## src/rtl/rsa_exp_ctrl.sv

```systemverilog
// Square-and-multiply sequencer driving one shared Montgomery multiplier; one MMM op is WIDTH+3 cycles.
// Latency (3+WIDTH+popcount(E))*(WIDTH+3)+1 cycles from start; start is ignored while busy or during done.
module rsa_exp_ctrl #(
  parameter int WIDTH = 10,
  parameter int CNT_W = 4
) (
  input  logic             clk,
  input  logic             rst,
  input  logic             start,
  input  logic [WIDTH-1:0] msg,
  input  logic [WIDTH-1:0] exp_e,
  input  logic [WIDTH-1:0] mod_m,
  input  logic [WIDTH-1:0] r2_mod,
  output logic             busy,
  output logic             done,
  output logic [WIDTH-1:0] result,
  output logic             mmm_rst,
  output logic             mmm_ld_a,
  output logic             mmm_en,
  output logic             mmm_ld_r,
  output logic             mmm_lock,
  output logic [WIDTH-1:0] mmm_a,
  output logic [WIDTH-1:0] mmm_b,
  input  logic [WIDTH-1:0] mmm_r
);

  typedef enum logic [2:0] {
    S_IDLE, S_PRE_X, S_PRE_ONE, S_SQR, S_MUL, S_POST, S_FIX
  } state_t;

  typedef enum logic [1:0] {
    P_LOAD, P_RUN, P_CAPT, P_WB
  } phase_t;

  localparam logic [WIDTH-1:0] ONE = WIDTH'(1);
  localparam logic [CNT_W-1:0] TOP = CNT_W'(WIDTH - 1);

  state_t           state;
  phase_t           phase;
  logic [CNT_W-1:0] cyc_cnt;
  logic [CNT_W-1:0] bit_idx;
  logic [WIDTH-1:0] exp_q;
  logic [WIDTH-1:0] r2_q;
  logic [WIDTH-1:0] xm;
  logic [WIDTH-1:0] t_q;

  state_t           nxt_state;
  logic [WIDTH-1:0] nxt_a;
  logic [WIDTH-1:0] nxt_b;
  logic [CNT_W-1:0] nxt_bit;
  logic             last_bit;

  assign last_bit = (bit_idx == '0);

  // The running accumulator is never stored separately: it is the product just
  // returned, fed straight back into the operand registers for the next op.
  always_comb begin
    nxt_state = S_FIX;
    nxt_a     = mmm_r;
    nxt_b     = mmm_r;
    nxt_bit   = bit_idx;
    case (state)
      S_PRE_X: begin
        nxt_state = S_PRE_ONE;
        nxt_a     = ONE;
        nxt_b     = r2_q;
      end
      S_PRE_ONE: begin
        nxt_state = S_SQR;
        nxt_bit   = TOP;
      end
      S_SQR: begin
        if (exp_q[bit_idx]) begin
          nxt_state = S_MUL;
          nxt_b     = xm;
        end else if (last_bit) begin
          nxt_state = S_POST;
          nxt_b     = ONE;
        end else begin
          nxt_state = S_SQR;
          nxt_bit   = bit_idx - CNT_W'(1);
        end
      end
      S_MUL: begin
        if (last_bit) begin
          nxt_state = S_POST;
          nxt_b     = ONE;
        end else begin
          nxt_state = S_SQR;
          nxt_bit   = bit_idx - CNT_W'(1);
        end
      end
      default: nxt_state = S_FIX;
    endcase
  end

  always_ff @(posedge clk) begin
    if (rst) begin
      state    <= S_IDLE;
      phase    <= P_LOAD;
      cyc_cnt  <= '0;
      bit_idx  <= '0;
      exp_q    <= '0;
      r2_q     <= '0;
      xm       <= '0;
      t_q      <= '0;
      busy     <= 1'b0;
      done     <= 1'b0;
      result   <= '0;
      mmm_rst  <= 1'b0;
      mmm_ld_a <= 1'b0;
      mmm_en   <= 1'b0;
      mmm_ld_r <= 1'b0;
      mmm_lock <= 1'b1;
      mmm_a    <= '0;
      mmm_b    <= '0;
    end else begin
      case (state)
        S_IDLE: begin
          done <= 1'b0;
          // A start coinciding with the done pulse belongs to the finished run.
          if (start && !done) begin
            exp_q    <= exp_e;
            r2_q     <= r2_mod;
            mmm_a    <= msg;
            mmm_b    <= r2_mod;
            busy     <= 1'b1;
            state    <= S_PRE_X;
            phase    <= P_LOAD;
            mmm_rst  <= 1'b1;
            mmm_ld_a <= 1'b1;
            mmm_en   <= 1'b1;
            mmm_lock <= 1'b0;
          end
        end
        S_FIX: begin
          result <= (t_q >= mod_m) ? t_q - mod_m : t_q;
          done   <= 1'b1;
          busy   <= 1'b0;
          state  <= S_IDLE;
        end
        default: begin
          case (phase)
            P_LOAD: begin
              mmm_rst  <= 1'b0;
              mmm_ld_a <= 1'b0;
              cyc_cnt  <= TOP;
              phase    <= P_RUN;
            end
            P_RUN: begin
              if (cyc_cnt == '0) begin
                mmm_ld_r <= 1'b1;
                phase    <= P_CAPT;
              end else begin
                cyc_cnt <= cyc_cnt - CNT_W'(1);
              end
            end
            P_CAPT: begin
              mmm_ld_r <= 1'b0;
              mmm_en   <= 1'b0;
              phase    <= P_WB;
            end
            P_WB: begin
              if (state == S_PRE_X) xm <= mmm_r;
              if (state == S_POST) t_q <= mmm_r;
              state   <= nxt_state;
              bit_idx <= nxt_bit;
              if (nxt_state == S_FIX) begin
                mmm_lock <= 1'b1;
              end else begin
                mmm_a    <= nxt_a;
                mmm_b    <= nxt_b;
                phase    <= P_LOAD;
                mmm_rst  <= 1'b1;
                mmm_ld_a <= 1'b1;
                mmm_en   <= 1'b1;
              end
            end
            default: phase <= P_LOAD;
          endcase
        end
      endcase
    end
  end

endmodule

```

## config.mk

```make
export PLATFORM = sky130hd
export DESIGN_NAME = rsa_exp_ctrl
export DESIGN_NICKNAME = d
export VERILOG_FILES = /design/src/rtl/rsa_exp_ctrl.sv
export SDC_FILE = /design/constraint.sdc
export NUM_CORES = 1
export LEC_CHECK = 0
export ABC_CLOCK_PERIOD_IN_PS = 4700
export BUFFER_PORTS_ARGS = -buffer_cell sky130_fd_sc_hd__buf_2
export CELL_PAD_IN_SITES_DETAIL_PLACEMENT = 0
export CELL_PAD_IN_SITES_GLOBAL_PLACEMENT = 1
export CORE_MARGIN = 2
export CORE_UTILIZATION = 44
export CTS_CLUSTER_SIZE = 12
export DETAILED_ROUTE_END_ITERATION = 10
export PLACE_DENSITY = 0.83
export SYNTH_ARGS = -nofsm -noshare
export SYNTH_HDL_FRONTEND = slang
export SYNTH_SLANG_ARGS = --single-unit
```

## constraint.sdc

```tcl
create_clock -name clk -period 4.7 [get_ports clk]
set_input_delay 0.235 -clock clk [delete_from_list [all_inputs] [get_ports clk]]
set_output_delay 0.235 -clock clk [all_outputs]
set_load 0.02 [all_outputs]
```

# Yosys cells after proc, flatten, opt, wreduce, memory -nomap -nowiden
# Index checks and enable logic that the tools add are counted.
[classes]
order_cmp = 2
n_eq_ne = 17
n_reduce_logical = 29
mux = 45
bitwise_logic = 2
add_sub_neg = 3
[ops]
columns = ["operator", "count"]
rows = [
  ["$mux 10", 10],
  ["$pmux 10 s2", 2],
  ["$pmux 10 s3", 1],
  ["$reduce_and 4->1", 6],
  ["$pmux 1 s2", 8],
  ["$eq 3x3->1 const B", 4],
  ["$mux 3", 4],
  ["$mux 4", 3],
  ["$pmux 3 s4", 1],
  ["$pmux 4 s3", 1],
  ["$reduce_and 3->1", 4],
  ["$reduce_bool 3->1", 4],
  ["$ge 10x10->1", 1],
  ["$reduce_bool 2->1", 5],
  ["$sub 10x10->10", 1],
  ["$logic_not 4->1", 2],
  ["$ne 2x2->1 const B", 4],
  ["$pmux 2 s4", 1],
  ["$pmux 4 s2", 1],
  ["$sub 4x1->4 const B", 2],
  ["$mux 1", 7],
  ["$eq 3x2->1 const B", 2],
  ["$mux 2", 3],
  ["$pmux 3 s2", 1],
  ["16 further kinds", 20],
]
[word_totals]
in_bits = 53
ff_bits = 89
wordCells = 115
output_inout_bits = 37

# Longest topological paths before layout
# Gate-level depths: netlist (run 1).
[depth]
ltp_word = 8
mapped_depth = 10
depth_no_buf = 9

# Worst setup path before layout (run 1)
# OpenSTA, ideal clock, no wires.
[synth_path]
path_type = "reg2reg"
start = "reg t_q[0]"
end = "reg result[7]"
arrival_time_ns = 1.989
required_time_ns = 4.562
setup_ns = 0.138
path_buffers = 1
path_slack_ns = 2.574
period_less_slack_ns = 2.126
stages_incl_launch_ff = 11
path_cell_list = "dfxtp_1 > inv_1 > ha_1 > fa_1 > nor2b_1 > o221a_2 > o31ai_2 > a21oi_4 > buf_6 > mux2i_1 > a211oi_1"
[synth_between]
elab_chain_cells = 2
word_cells_on_any_way = 3
classes_between = "1 x add/sub; 1 x order compare; 1 x mux"
[synth_rtl]
columns = ["element", "line_no", "rtl"]
rows = [
  ["start: declaration", "45", "logic [WIDTH-1:0] t_q;"],
  ["start signal: assignment", "165", "if (state == S_POST) t_q <= mmm_r;"],
  ["$sub 10x10->10 or $ge 10x10->1 (tied branches)", "137", "result <= (t_q >= mod_m) ? t_q - mod_m : t_q;"],
  ["$mux 10 (*)", "137", ""],
  ["end signal: assignment", "137", ""],
  ["end: declaration", "16", "output logic [WIDTH-1:0] result,"],
]
# Mark *: on every way between the ends. The rest lies on a longest branch, timed or not.
# A chain may end at the register's enable or synchronous reset.

# Worst setup path in the final report (run 1)
[layout_path]
start = "reg state[0]"
end = "reg mmm_b[7]"
[layout_between]
elab_chain_cells = 5
word_cells_on_any_way = 17
classes_between = "8 x eq/ne; 5 x mux; 1 x bitwise; 3 x reduce/logical"
[layout_rtl]
columns = ["element", "line_no", "rtl"]
rows = [
  ["start: declaration", "38", "state_t state;"],
  ["start signal: assignment", "166", "state <= nxt_state;"],
  ["$eq 3x3->1, or another cell as far along", "62", "case (state)"],
  ["$pmux 3 s4 or $pmux 10 s3 (tied branches)", "62", ""],
  ["$eq 3x3->1 or $mux 10 (tied branches)", "168", "if (nxt_state == S_FIX) begin"],
  ["$ne 2x1->1 (no line) or $mux 10 (tied branches)", "--", ""],
  ["$reduce_and 4->1 (no line) or $pmux 10 s2 (tied branches)", "--", ""],
  ["end signal: assignment", "126", "mmm_b <= r2_mod;"],
  ["end signal: assignment", "172", "mmm_b <= nxt_b;"],
  ["end: declaration", "23", "output logic [WIDTH-1:0] mmm_b,"],
]
# Parallel ways exist; a longest one is shown, timed or not. The select of a mux whose other input is x is not followed.

==> results of run 1 <==
power groups by stage:
stage | combinational, mW | clock (mW) | sequential (mW)
2_1_floorplan | 0.119 | 0 | 0.836
3_3_place_gp | 0.207 | 0 | 0.821
3_5_place_dp | 0.211 | 0 | 0.822
4_1_cts | 0.212 | 0.596 | 0.804
5_1_grt | 0.235 | 0.626 | 0.808
6_report | 0.211 | 0.584 | 0.804
logic make-up (layout without fill, tap and decap cells):
group / Yosys count / count (layout) / synth area share
compound gates: 170 / 170 / 0.238
xor+xnor: 5 / 5 / 0.00927
fa+ha+maj: 18 / 18 / 0.0493
buf+inv: 67 / 137 / 0.0601
flops: 89 / 89 / 0.377
mux: 17 / 17 / 0.0363
simple gates: 238 / 238 / 0.229
critical path: stages, from the launching register on:
cell and delay [ps]:
sky130_fd_sc_hd__dfxtp_1 550, sky130_fd_sc_hd__nor3_1 410, sky130_fd_sc_hd__nand2_1 550, sky130_fd_sc_hd__o211ai_2 200, sky130_fd_sc_hd__buf_4 350, sky130_fd_sc_hd__nor2b_1 340, sky130_fd_sc_hd__o21ai_0 150, sky130_fd_sc_hd__o21ai_0 180
per-layer routing:
layer  part of all wire  global-route usage
met1               0.44               0.282
met2               0.49               0.382
met3              0.051              0.0400
met4              0.024              0.0815
met5                  0                   0
cell usage in the layout (no fill, tap or decap), types with 3 or more instances in the layout:
cell type and instances:
sky130_fd_sc_hd__a211o_1 3, sky130_fd_sc_hd__a211oi_1 17, sky130_fd_sc_hd__a21oi_1 66, sky130_fd_sc_hd__a221oi_1 6
sky130_fd_sc_hd__a311oi_1 5, sky130_fd_sc_hd__a31oi_1 3, sky130_fd_sc_hd__and2_1 4, sky130_fd_sc_hd__and3_1 11
sky130_fd_sc_hd__buf_2 89, sky130_fd_sc_hd__clkbuf_8 9, sky130_fd_sc_hd__clkinvlp_4 3, sky130_fd_sc_hd__dfxtp_1 89
sky130_fd_sc_hd__ha_1 17, sky130_fd_sc_hd__inv_1 31, sky130_fd_sc_hd__mux2i_1 16, sky130_fd_sc_hd__nand2_1 115
sky130_fd_sc_hd__nand2b_1 4, sky130_fd_sc_hd__nand3_1 4, sky130_fd_sc_hd__nand3b_1 4, sky130_fd_sc_hd__nor2_1 48
sky130_fd_sc_hd__nor2b_1 8, sky130_fd_sc_hd__nor3_1 18, sky130_fd_sc_hd__nor3b_1 3, sky130_fd_sc_hd__nor4_1 5
sky130_fd_sc_hd__o211a_1 6, sky130_fd_sc_hd__o211ai_1 3, sky130_fd_sc_hd__o21a_1 4, sky130_fd_sc_hd__o21ai_0 34
sky130_fd_sc_hd__or2_2 3, sky130_fd_sc_hd__xnor2_1 4
layout make-up:
cell class | count | area, um2 | area share
clock buffer | 9 | 124 | 0.0229
timing repair buffer | 91 | 460 | 0.0852
sequential | 89 | 1780 | 0.330
inverter | 31 | 116 | 0.0215
clock inverter | 6 | 91.3 | 0.0169
multi-input combinational | 448 | 2660 | 0.492
tap | 136 | 170 | 0.0315
Yosys cell counts, drive strengths merged (6+ instances only):
library cell	instances	area [um2]
a21oi	68	355
nand2	115	432
nor3	19	100
o211a	6	60.1
o21ai	34	170
nor2	48	180
clkbuf	22	82.6
inv	31	116
a221oi	7	78.8
dfxtp	89	1780
and3	11	68.8
a211oi	17	128
nor2b	9	63.8
mux2i	16	160
buf	14	85.1
ha	17	213
stage by stage:
step | utilization | area (um2)
global placement | 0.500 | 5190
CTS | 0.521 | 5400
detailed placement | 0.500 | 5190
floorplan | - | 4720
finish | 0.521 | 5400
global route | 0.521 | 5400
worst paths after layout:
kind | endpoint | slack [ps] | cells past startpoint
max | mmm_b[7] | 1890 | 7
min | exp_q[3] | 100 | 3
max reg2reg | mmm_b[7] | 1890 | 7
min reg2reg | r2_q[9] | 450 | 2
flip-flops by register name (all words and copies together) (netlist names), 2 cells and up:
register / count
r2_q: 10
mmm_b: 10
bit_idx: 4
exp_q: 10
result: 10
xm: 10
cyc_cnt: 4
phase: 2
t_q: 10
mmm_a: 10
state: 3
==> impl_metrics.env, run 1 <==
export IMPL_status="completed"
export IMPL_grt_use_total=0.224
export IMPL_synth_nets=675
export IMPL_post_route_drc_count=0
export IMPL_largest_net_degree_at_the_start_of_global_routing=49
export IMPL_post_cts_resize_count=0
export IMPL_critPathKind="register to register"
export IMPL_design_final_nets=741
export IMPL_start_util=0.455
export IMPL_comb_power_share=0.132
export IMPL_antenna_found_initial=0
export IMPL_timing_slew_headroom=0.251
export IMPL_firstDrtPassIters=4
export IMPL_fp_dieArea_um2=11600
export IMPL_pwr_share_seq=0.503
export IMPL_cts_sink_count=89
export IMPL_placementRows=37
export IMPL_drtIter0Drc=317
export IMPL_unrepaired_setup_endpoints_after_global_routing="no"
export IMPL_clk_latency_ps=370
export IMPL_clock_skews_ps=12.4
export IMPL_timing_critical_path_to_type="register"
export IMPL_max_cap_viol_count=0
export IMPL_p_leak_nw=2.24
export IMPL_layout_worst_path_cycle_share=0.597
export IMPL_clkPwrFrac=0.365
export IMPL_synth_enable_flop_cells=0
export IMPL_die_x_um=108
export IMPL_final_max_slew_violation_count=0
export IMPL_cell_internal_pwr_mw=1.16
export IMPL_routed_via_count=4498
export IMPL_die_h_um=108
export IMPL_finalHoldViolCount=0
export IMPL_route_detailed_vias_per_inst=5.55
export IMPL_postSynthCellCount=604
export IMPL_timing_critical_path_from_type="register"
export IMPL_timing_fmax_ghz=0.356
export IMPL_tns_ps=0
export IMPL_timing_critical_path_required_ps=4990
export IMPL_worst_hold_path_type="input port to register"
export IMPL_asyncSetResetFlopFracSynth=0
export IMPL_fillCellCount=1044
export IMPL_yosys_warnings=0
export IMPL_yosys_most_used_dff="sky130_fd_sc_hd__dfxtp_1"
export IMPL_io_buffer_count=89
export IMPL_place_detailed_instances=795
export IMPL_place_congestion=0.857
export IMPL_cts_buffers=9
export IMPL_detailed_place_hpwl_mm=9.16
export IMPL_clock_transition_at_the_register_clock_pins_on_the_worst_setup_and_hold_paths_after_cts_ps=90
export IMPL_routed_wirelength_mm=12.7
export IMPL_portion_of_the_post_synthesis_area_used_by_sequential_elements=0.377
export IMPL_core_area_um2=10400
export IMPL_tritoncts="built"
export IMPL_cts_setup_buffers=0
export IMPL_p_sw_frac=0.273
export IMPL_place_ws_ps=1940
export IMPL_finalHoldWorstSlack_ps=95.3
export IMPL_setup_viol=0
export IMPL_number_of_different_library_cells_in_the_post_synthesis_netlist=64
export IMPL_worst_hold_startpoint="exp_e[3]"
export IMPL_grt_pass1_wl_mm=20.5
export IMPL_overflow=0
export IMPL_cts_max_path_buffers=2
export IMPL_via_count_of_the_first_global_routing_pass=4298
export IMPL_postLayoutSetupSlackWorst_ps=1890
export IMPL_post_cts_hold_buffer_count=0
export IMPL_worst_endpoint_arrival_ps=3090
export IMPL_worstPathMaxFanout=34
export IMPL_synth_avg_cell_area_um2=7.82
export IMPL_flow_area_growth_from_synthesis_pct=14.4
export IMPL_peakVddDrop_mv=0.144
export IMPL_finalWorstPathRequiredPeriod_ps=2810
export IMPL_cts_root_buf="sky130_fd_sc_hd__clkbuf_8"
export IMPL_htreeDepth=3
export IMPL_regToRegStartpoint="state[0]"
export IMPL_fin_cells=810
export IMPL_netlist_area_um2=4720
export IMPL_drive_above_1_share=0.180
export IMPL_route_antenna_remaining_nets=0
export IMPL_route_detailed_wl_per_inst_um=15.7
export IMPL_pwr_density_cell_nw_per_um2=296
export IMPL_synth_ff_latch_count=89
export IMPL_antennaDiodeCount=0
export IMPL_power_mw=1.60
export IMPL_io_pins=90
export IMPL_setup_worst_path_start="state[0]"
export IMPL_switchingPower_mw=0.437
export IMPL_worst_slew_pin_slew_ps=1120
Note: power is estimated with default switching activity, not from simulation.
==> run 2, diff against run 1 <==
==> config.mk (replaced) <==
export PLATFORM = sky130hd
export DESIGN_NAME = rsa_exp_ctrl
export DESIGN_NICKNAME = d
export VERILOG_FILES = /design/src/rtl/rsa_exp_ctrl.sv
export SDC_FILE = /design/constraint.sdc
export NUM_CORES = 1
export LEC_CHECK = 0
export ABC_CLOCK_PERIOD_IN_PS = 2700
export BUFFER_PORTS_ARGS = -buffer_cell sky130_fd_sc_hd__buf_2
export CELL_PAD_IN_SITES_DETAIL_PLACEMENT = 0
export CELL_PAD_IN_SITES_GLOBAL_PLACEMENT = 1
export CORE_MARGIN = 2
export CORE_UTILIZATION = 41
export CTS_CLUSTER_SIZE = 12
export DETAILED_ROUTE_END_ITERATION = 10
export PLACE_DENSITY = 0.78
export SYNTH_ARGS = -nofsm -noshare
export SYNTH_HDL_FRONTEND = slang
export SYNTH_SLANG_ARGS = --single-unit
==> constraint.sdc (replaced) <==
create_clock -name clk -period 2.7 [get_ports clk]
set_input_delay 0.135 -clock clk [delete_from_list [all_inputs] [get_ports clk]]
set_output_delay 0.135 -clock clk [all_outputs]
set_load 0.02 [all_outputs]
==> run 2 against run 1 <==
  * Hold slack got worse by 72 ps
  * Sequential share of layout area decreased by 1.4 points
  * Final area increased by 4.3%
  * Non-clock buffer count rose by 11
  * Die area grew 7.0%
  * Clock-buffer cell count is 2 higher
==> impl_metrics.env, run 2 (synthesis gave the netlist of run 1 again) <==
export IMPL_drive_above_1_share=0.192
export IMPL_peakVddDrop_mv=0.533
export IMPL_fillCellCount=1170
export IMPL_final_max_slew_violation_count=0
export IMPL_p_leak_nw=2.37
export IMPL_via_count_of_the_first_global_routing_pass=4271
export IMPL_timing_critical_path_required_ps=2880
export IMPL_comb_power_share=0.118
export IMPL_finalWorstPathRequiredPeriod_ps=2450
export IMPL_critPathKind="register to register"
export IMPL_power_mw=3.22
export IMPL_post_cts_resize_count=0
export IMPL_firstDrtPassIters=4
export IMPL_finalHoldViolCount=0
export IMPL_cts_setup_buffers=0
export IMPL_start_util=0.417
export IMPL_io_buffer_count=89
export IMPL_route_antenna_remaining_nets=0
export IMPL_most_common_library_cell_in_the_layout_ignoring_fill_and_taps="sky130_fd_sc_hd__nand2_1"
export IMPL_worstPathMaxFanout=16
export IMPL_antenna_found_initial=0
export IMPL_cts_max_path_buffers=2
export IMPL_htreeDepth=3
export IMPL_tns_ps=0
export IMPL_timing_critical_path_from_type="register"
export IMPL_fp_dieArea_um2=12400
export IMPL_pwr_density_cell_nw_per_um2=572
export IMPL_max_cap_viol_count=0
export IMPL_switchingPower_mw=0.780
export IMPL_clock_skews_ps=7.33
export IMPL_antennaDiodeCount=0
export IMPL_cts_sink_count=89
export IMPL_worst_slew_pin_slew_ps=833
export IMPL_pwr_share_seq=0.434
export IMPL_tritoncts="built"
export IMPL_setup_viol=0
export IMPL_placementRows=39
export IMPL_layout_cells_most_common_list="sky130_fd_sc_hd__nand2_1 (115), sky130_fd_sc_hd__dfxtp_1 (89), sky130_fd_sc_hd__buf_2 (89)"
export IMPL_clock_transition_at_the_register_clock_pins_on_the_worst_setup_and_hold_paths_after_cts_ps=60
export IMPL_timing_slew_headroom=0.440
export IMPL_worst_endpoint_arrival_ps=2630
export IMPL_clk_latency_ps=340
export IMPL_place_congestion=0.826
export IMPL_grt_pass1_wl_mm=20.8
export IMPL_route_detailed_wl_per_inst_um=15.3
export IMPL_route_detailed_vias_per_inst=5.39
export IMPL_worst_hold_path_type="input port to register"
export IMPL_detailed_place_hpwl_mm=9.32
export IMPL_routed_via_count=4466
export IMPL_status="completed"
export IMPL_routed_wirelength_mm=12.7
export IMPL_flow_area_growth_from_synthesis_pct=19.3
export IMPL_cell_internal_pwr_mw=2.44
export IMPL_die_h_um=111
export IMPL_grt_use_total=0.207
export IMPL_unrepaired_setup_endpoints_after_global_routing="no"
export IMPL_layout_worst_path_cycle_share=0.909
export IMPL_clkPwrFrac=0.448
export IMPL_core_area_um2=11300
export IMPL_drtIter0Drc=231
export IMPL_io_pins=90
export IMPL_die_x_um=111
export IMPL_timing_fmax_ghz=0.408
export IMPL_cts_buffers=9
export IMPL_post_route_drc_count=0
export IMPL_cts_root_buf="sky130_fd_sc_hd__clkbuf_16"
export IMPL_post_cts_hold_buffer_count=0
export IMPL_design_final_nets=752
export IMPL_largest_net_degree_at_the_start_of_global_routing=58
export IMPL_overflow=0
export IMPL_p_sw_frac=0.242
export IMPL_timing_critical_path_to_type="register"
run 2: path summary, 6_finish.rpt:
kind                               start   endpoint  slack (ps)  cells after the start
worst max-delay path              t_q[0]  result[7]         250                      9
worst min-delay path            exp_e[1]   exp_q[1]          20                      3
worst max register to register    t_q[0]  result[7]         250                      9
worst min register to register   r2_q[4]    r2_q[4]         450                      2
run 2: power by group through the flow:
| stage | clock network (mW) | logic, mW | registers, mW |
|---|---|---|---|
| after floorplan | 0 | 0.207 | 1.45 |
| after global placement | 0 | 0.377 | 1.42 |
| after detailed placement | 0 | 0.380 | 1.43 |
| after CTS | 1.48 | 0.382 | 1.40 |
| after global routing | 1.53 | 0.425 | 1.40 |
| final | 1.44 | 0.379 | 1.40 |
run 2: routing by layer:
layer | share of wire | GRT usage
met1 | 0.45 | 0.258
met2 | 0.49 | 0.357
met3 | 0.047 | 0.0523
met4 | 0.012 | 0.0626
met5 | 0 | 0
run 2: layout make-up:
| cell class | count | area, um2 | area share |
|---|---|---|---|
| repair buffers | 102 | 556 | 0.0986 |
| multi-input cells | 448 | 2660 | 0.472 |
| clock inverters | 5 | 103 | 0.0182 |
| clock buffers | 11 | 243 | 0.0431 |
| flip-flops and latches | 89 | 1780 | 0.316 |
| well taps | 143 | 179 | 0.0317 |
| inverters | 31 | 116 | 0.0206 |
run 2: worst max-delay path: stages, from the launching register on:
cell and delay (ps):
sky130_fd_sc_hd__dfxtp_1 340, sky130_fd_sc_hd__inv_1 70, sky130_fd_sc_hd__ha_1 200, sky130_fd_sc_hd__fa_1 410, sky130_fd_sc_hd__nor2b_1 160, sky130_fd_sc_hd__o221a_2 230, sky130_fd_sc_hd__o31ai_2 80, sky130_fd_sc_hd__a21oi_4 440
sky130_fd_sc_hd__mux2i_1 270, sky130_fd_sc_hd__a211oi_1 100
run 2: per-stage QoR:
step | hold WS (ps) | worst slack [ps] | utilization | instances | area, um2
finish | 23.1 | 247 | 0.498 | 829 | 5640
global route | 21.5 | 87.8 | 0.498 | 829 | 5640
CTS | 9.66 | 245 | 0.498 | 829 | 5640
detailed placement | 382 | 271 | 0.467 | 813 | 5290
global placement | 377 | 369 | 0.467 | 813 | 5290
floorplan | 271 | 574 | - | 604 | 4720
